<file path="src/rtl/ir_fetch_sequencer.sv">
// ---------------------------------------------------------------------------
// ir_fetch_sequencer
//   Multi-cycle fetch/decode controller in front of the instruction register.
//   Holds the PC, fetches a 16-bit word over a req/ack handshake, presents it
//   to the IR with a one-cycle load strobe, launches the execute datapath and
//   waits for it to finish. Supports branch redirect, a HALT opcode and an
//   external pause request sampled at instruction completion.
//
// Ports
//   clk, rst        clock, asynchronous active-high reset
//   start           level: leave IDLE/HALT and begin fetching
//   halt_req        level: pause (go IDLE) when the current instruction ends
//   imem_req/addr   fetch request and address (address = pc)
//   imem_ack/rdata  fetch completion and instruction word
//   ir_din          word presented to the IR (holds last fetched word)
//   ir_write_en     IR load strobe, one cycle, driven straight from a flop
//   opcode          opcode of the held instruction
//   exec_start      one-cycle execute launch pulse
//   exec_done       execute finished; branch_taken/branch_target sampled here
//   pc              program counter
//   busy, halted    status flags
// ---------------------------------------------------------------------------
module ir_fetch_sequencer #(
   parameter int unsigned        PC_W     = 8,
   parameter logic [PC_W-1:0]    RESET_PC = '0,
   parameter logic [3:0]         HALT_OP  = 4'hF
) (
   input  logic            clk,
   input  logic            rst,
   input  logic            start,
   input  logic            halt_req,
   output logic            imem_req,
   output logic [PC_W-1:0] imem_addr,
   input  logic            imem_ack,
   input  logic [15:0]     imem_rdata,
   output logic [15:0]     ir_din,
   output logic            ir_write_en,
   output logic [3:0]      opcode,
   output logic            exec_start,
   input  logic            exec_done,
   input  logic            branch_taken,
   input  logic [PC_W-1:0] branch_target,
   output logic [PC_W-1:0] pc,
   output logic            busy,
   output logic            halted
);

   typedef enum logic [2:0] {
      S_IDLE  = 3'd0,
      S_FETCH = 3'd1,
      S_LOAD  = 3'd2,
      S_EXEC  = 3'd3,
      S_WAIT  = 3'd4,
      S_HALT  = 3'd5
   } state_t;

   state_t            state_q, state_d;
   logic [PC_W-1:0]   pc_q, pc_d;
   logic [15:0]       instr_q, instr_d;
   logic [3:0]        opcode_q, opcode_d;

   // Every output strobe/flag is its own flop, loaded from the next-state
   // decode, so nothing downstream ever sees decode glitches (the IR is
   // edge-sensitive on ir_write_en).
   logic              req_q, we_q, xs_q, busy_q, halted_q;

   always_comb begin
      state_d  = state_q;
      pc_d     = pc_q;
      instr_d  = instr_q;
      opcode_d = opcode_q;
      case (state_q)
         S_IDLE: begin
            if (start) state_d = S_FETCH;
         end
         S_FETCH: begin
            // Word and opcode captured together so both are valid for the
            // whole LOAD cycle while the strobe is high.
            if (imem_ack) begin
               instr_d  = imem_rdata;
               opcode_d = imem_rdata[15:12];
               state_d  = S_LOAD;
            end
         end
         S_LOAD: begin
            state_d = (instr_q[15:12] == HALT_OP) ? S_HALT : S_EXEC;
         end
         S_EXEC: begin
            state_d = S_WAIT;
         end
         S_WAIT: begin
            // halt_req only matters here, so a pause never aborts an
            // instruction in flight.
            if (exec_done) begin
               pc_d    = branch_taken ? branch_target : pc_q + 1'b1;
               state_d = halt_req ? S_IDLE : S_FETCH;
            end
         end
         S_HALT: begin
            if (start) begin
               pc_d    = RESET_PC;
               state_d = S_FETCH;
            end
         end
         default: state_d = S_IDLE;
      endcase
   end

   always_ff @(posedge clk or posedge rst) begin
      if (rst) begin
         state_q  <= S_IDLE;
         pc_q     <= RESET_PC;
         instr_q  <= '0;
         opcode_q <= '0;
         req_q    <= 1'b0;
         we_q     <= 1'b0;
         xs_q     <= 1'b0;
         busy_q   <= 1'b0;
         halted_q <= 1'b0;
      end else begin
         state_q  <= state_d;
         pc_q     <= pc_d;
         instr_q  <= instr_d;
         opcode_q <= opcode_d;
         req_q    <= (state_d == S_FETCH);
         we_q     <= (state_d == S_LOAD);
         xs_q     <= (state_d == S_EXEC);
         busy_q   <= (state_d == S_FETCH) || (state_d == S_LOAD) ||
                     (state_d == S_EXEC)  || (state_d == S_WAIT);
         halted_q <= (state_d == S_HALT);
      end
   end

   assign imem_req    = req_q;
   assign imem_addr   = pc_q;
   assign ir_din      = instr_q;
   assign ir_write_en = we_q;
   assign opcode      = opcode_q;
   assign exec_start  = xs_q;
   assign pc          = pc_q;
   assign busy        = busy_q;
   assign halted      = halted_q;

endmodule

</file>
<file path="config.mk">
export PLATFORM = sky130hd
export DESIGN_NAME = ir_fetch_sequencer
export DESIGN_NICKNAME = d
export VERILOG_FILES = /design/src/rtl/ir_fetch_sequencer.sv
export SDC_FILE = /design/constraint.sdc
export NUM_CORES = 1
export LEC_CHECK = 0
export BUFFER_PORTS_ARGS = -buffer_cell sky130_fd_sc_hd__clkbuf_2
export CORE_ASPECT_RATIO = 0.5
export CORE_UTILIZATION = 46
export DETAILED_ROUTE_END_ITERATION = 10
export HOLD_SLACK_MARGIN = 0.12
export PLACE_DENSITY = 0.81
export SLEW_MARGIN = 25
export SYNTH_ARGS = -nofsm -noshare
export SYNTH_HDL_FRONTEND = slang
export SYNTH_SLANG_ARGS = --single-unit
</file>
<file path="constraint.sdc">
create_clock -name clk -period 1.6 [get_ports clk]
set_input_delay 0.16 -clock clk [delete_from_list [all_inputs] [get_ports clk]]
set_output_delay 0.16 -clock clk [all_outputs]
set_load 0.01 [all_outputs]
</file>
==> Yosys cells after proc, flatten, opt, wreduce, memory -nomap -nowiden <==
Cells that the tools add are included.
{ "word_totals": {"reg_bits": 36, "input_bits": 31, "wordCells": 41} }
{ "classes": {"n_addsub": 1, "eq_ne": 13, "n_mux": 10, "n_reduce_logical": 8} }
{ "op_table": {"columns": ["cell", "n"], "rows": [
  ["$mux W8", 3],
  ["$pmux W8 S2", 1],
  ["$pmux W3 S5", 1],
  ["$eq A3 B2 Y1 const B", 4],
  ["$eq A3 B3 Y1 const B", 4],
  ["$mux W3", 4],
  ["$add A8 B1 Y8 const B", 1],
  ["$eq A3 B1 Y1 const B", 2],
  ["$eq A4 B4 Y1 const B", 1],
  ["$ne A2 B2 Y1 const B", 2],
  ["$logic_not A3 Y1", 1],
  ["$logic_or A1 B1 Y1", 3],
  ["$reduce_and A3 Y1", 1],
  ["$reduce_and A2 Y1", 1],
  ["$reduce_bool A2 Y1", 1],
  ["$reduce_or A2 Y1", 1],
  ["$mux W1", 1]
]} }

==> Longest topological paths before layout <==
{ "depth": {"depth_word": 7, "mapped_depth": 6, "ltp_nobuf": 5} }

==> Worst setup path after synthesis <==
OpenSTA, ideal clock, no wires.
{ "synth_path": {"path_kind": "register to register", "from": "register state_q[1]", "to": "register instr_q[0], in the netlist ir_din[0]", "arrival_ps": 1399, "setup_slack_ps": 76, "path_stages_with_launch": 6, "path_buffers": 3, "period_less_slack_ps": 1524, "path_cell_list": "dfrtp_1 buf_2 nor4bb_1 buf_4 buf_6 mux2_2"} }
{ "synth_via": {"elab_chain_len": 2} }
{ "synth_lines": {"columns": ["item", "line", "text"], "rows": [
  ["start: declaration", "57", "state_t state_q, state_d;"],
  ["start signal: assignment", "121", "state_q <= state_d;"],
  ["$eq A3 B1 Y1", "72", "case (state_q)"],
  ["$reduce_and A2 Y1 (no source line)", null, null],
  ["end signal: assignment", "123", "instr_q <= instr_d;"],
  ["end: declaration", "59", "logic [15:0] instr_q, instr_d;"]
]} }
Every way passes these cells.
A chain may end at the register's enable or synchronous reset.

==> Worst setup path in the final report <==
{ "layout_path": {"from": "register state_q[0]", "to": "register halted_q, in the netlist halted"} }
{ "layout_via": {"elab_chain_len": 4, "elab_cells_between_ends": 12, "classes_between": "6 x eq/ne; 4 x mux; 2 x reduce/logical"} }
{ "layout_lines": {"columns": ["item", "line", "text"], "rows": [
  ["$eq A3 B3 Y1 / $logic_not A3 Y1 (equally long branches)", "72", null],
  ["$reduce_or A2 Y1 (no source line)", null, null],
  ["$pmux W3 S5 *", "72", null],
  ["via state_d[2]", "57", null],
  ["$eq A3 B3 Y1 *", "130", "halted_q <= (state_d == S_HALT);"],
  ["end signal: assignment", "130", null],
  ["end: declaration", "65", "logic req_q, we_q, xs_q, busy_q, halted_q;"]
]} }
The timed path passes the listed nets; every way through them passes the cells marked *.

==> out/results.ini <==
[synthesis]
netlist_instances = 138
synth_most_common_cell = dfrtp_1
netlist_area_um2 = 1560
avgSynthCellArea_um2 = 11.3
synth_fp_nets = 170
dominantRegCellSynth = dfrtp_1
synthTopCellsByCount = dfrtp_1 (32), mux2_2 (17), buf_4 (13), o21ai_0 (13), nor2_1 (7)
yosysWarnings = 0
ys_async_sr_fraction = 1.00
synth.area.top_cells = dfrtp_1 (51%), mux2_2 (12%), buf_4 (6.3%)
synth_top_area_frac = 0.513
yosys.area.top_type = dfrtp_1
ys_seq_elements = 32
synth_edf_count = 0
ys_seq_area_frac = 0.513
synth_cell_types = 38

[pwr]
ir_worst_vdd_mv = 1.05
p_per_area_nw_per_um2 = 1870
p_leak_nw = 1.06

[final_layout]
nFillCells = 241
diodes = 0
instances_no_fill = 257
postLayoutCellArea_um2 = 2130
finish.utilization = 0.684
drive_gt1_frac = 0.488
area_delta_synth_final_pct = 36.6
final_nets = 248

[sta]
slew_viol_final = 0
final_min_period_over_clock_period = 0.962
fmax_ghz = 0.650
timing.setup.tns_ns = 0
slew_headroom = 0.728
skew_ns = 0.00604
postLayoutSetupSlackWorst_ns = 0.0604
period_needed_ns = 1.54
hold_viol_final = 0
rsz0062_at_grt = no
setup_viol = 0
worstMarginPinSlew_ns = 0.409

[placed_design]
globalplace.congestion = 0.804
dpl-instance-area_um2 = 1880
port-buffer-count = 71
dp_hpwl_um = 2400
post-place-ws_ns = 0.0583
placedCellCount = 235

[clock_network]
clock-sinks = 32
post-cts-setup-buffers = 0
numCtsBuffers = 5
clk_pin_slew_ns = 0.07
cts_tree = built
cts_buffer_depth = 2
clockRootBuffer = clkbuf_8
clock_latency_ns = 0.28
htree_levels = 2

[worst_setup_path]
r2r-end = halted
start_kind = register
critPathKind = register to register
crit-reg2reg-launch = state_q[0]
cp_max_fo = 8
end_kind = register
r2r_slack_ns = 0.06
critPathArrivalTime_ns = 1.74
r2r_cells = 3
cp_data_required_time_ns = 1.80

[detailed_routing]
vias = 1319
drc = 3
routedWlPerCell_um = 13.6
firstDrtPassIters = 7
avgViaCountPerCell = 5.13
antenna_left = 0
drt-initial-drc-count = 31
wl_um = 3490

[global_route]
antenna_found_initial = 0
grt_pass1_wl_um = 5820
grt_use_total = 0.210
grt_max_degree = 33
grt-ovfl-total = 0
grt_pass1_vias = 1320

[die]
dieHeight_um = 43.2
fp.dieW_um = 84.4
core_um2 = 3120
ios = 72
rows = 14
dieArea_um2 = 3650
initial_utilization = 0.501

[hold_path]
whs_endpoint = ir_din[12]
hold_start = imem_rdata[12]
whs_path_depth = 2
hp-class = input port to register

[outcome]
violations = DRC
status = complete, but fails checks

[run]
maxCapViolCount = 0

==> stage by stage <==
step           total power [mW]  hold slack (ns)
2_1_floorplan              2.70            0.276
4_1_cts                    4.01            0.121
6_report                   4.00            0.122
3_3_place_gp               3.14            0.243
5_1_grt                    4.26            0.128
3_5_place_dp               3.22            0.248
==> report_power, final <==
part	switching, mW	internal, mW	total [mW]
Combinational	0.826	0.864	1.69
Clock	0.295	0.462	0.757
Sequential	0.359	1.19	1.55
==> cell families (layout without fill, tap and decap cells) <==
kind of cell / count (synthesis) / count (layout) / share of synthesized area
muxes: 18 / 18 / 0.129
adders and majority gates: 1 / 1 / 0.00801
and+or+nand+nor: 32 / 32 / 0.114
buffers and inverters: 23 / 102 / 0.0978
DFF: 32 / 32 / 0.513
AOI/OAI and AO/OA: 29 / 29 / 0.122
xor gates and xnor gates: 3 / 3 / 0.0168
==> state kept, by name, summed over array words and instances, names as in the netlist <==
| signal | count |
|---|---|
| imem_req | 1 |
| state_q | 3 |
| exec_start | 1 |
| halted | 1 |
| ir_din | 16 |
| ir_write_en | 1 |
| busy | 1 |
| imem_addr | 8 |
==> metal layers <==
metal  up-vias  wire length [µm]  GRT usage
li1        634                 -          -
met1       626              1480      0.248
met2        49              1750      0.366
met3        10               161     0.0564
met4         0                95      0.102
met5         -                 0          0
==> how the worst max path moves through the flow <==
stage | startpoint | end | slack [ns]
finish | state_q[0] | halted | 0.06
global route | state_q[0] | halted | 0.02
CTS | state_q[1] | ir_din[5] | 0.05
detailed placement | state_q[1] | ir_din[11] | 0.06
global placement | state_q[1] | busy | 0.12
floorplan | state_q[1] | ir_din[0] | 0.08
==> area by class of cell <==
| type | count | area, µm² | area share |
|---|---|---|---|
| Sequential cell | 32 | 802 | 0.376 |
| Multi-Input combinational cell | 83 | 626 | 0.293 |
| Timing Repair Buffer | 90 | 533 | 0.250 |
| Clock buffer | 6 | 72.6 | 0.0340 |
| Tap cell | 40 | 50.0 | 0.0235 |
| Clock inverter | 2 | 35.0 | 0.0164 |
| Inverter | 4 | 15.0 | 0.00704 |
==> placed cells by master (no fill, tap or decap), types with 2 or more instances in the layout <==
cell	synthesis	layout
buf_4	13	5
inv_1	4	4
xor2_1	2	2
dfrtp_1	32	31
clkbuf_8	0	5
nand3_1	2	2
nor2_1	7	7
mux2_2	17	17
o31ai_1	2	2
and3_1	2	2
o21ai_0	13	13
a22oi_1	2	2
dlygate4sd3_1	0	14
nand2_1	6	6
nor3_1	3	3
clkbuf_2	0	71
a32oi_1	3	3
a21oi_1	2	2
or2_2	2	2
==> repair_timing <==
item                                    4_1_cts  5_1_grt
resized for setup                             0        2
hold buffers                                 13        1
endpoints found under the setup margin        0        8
endpoints found under the hold margin        44        1
==> critical path, cell delays in order (launching register included) <==
cell	delay, ns
dfrtp_1	0.46
mux2_2	0.40
o22ai_1	0.35
a21boi_1	0.24
No activity file was read; power rests on OpenSTA's default activity.
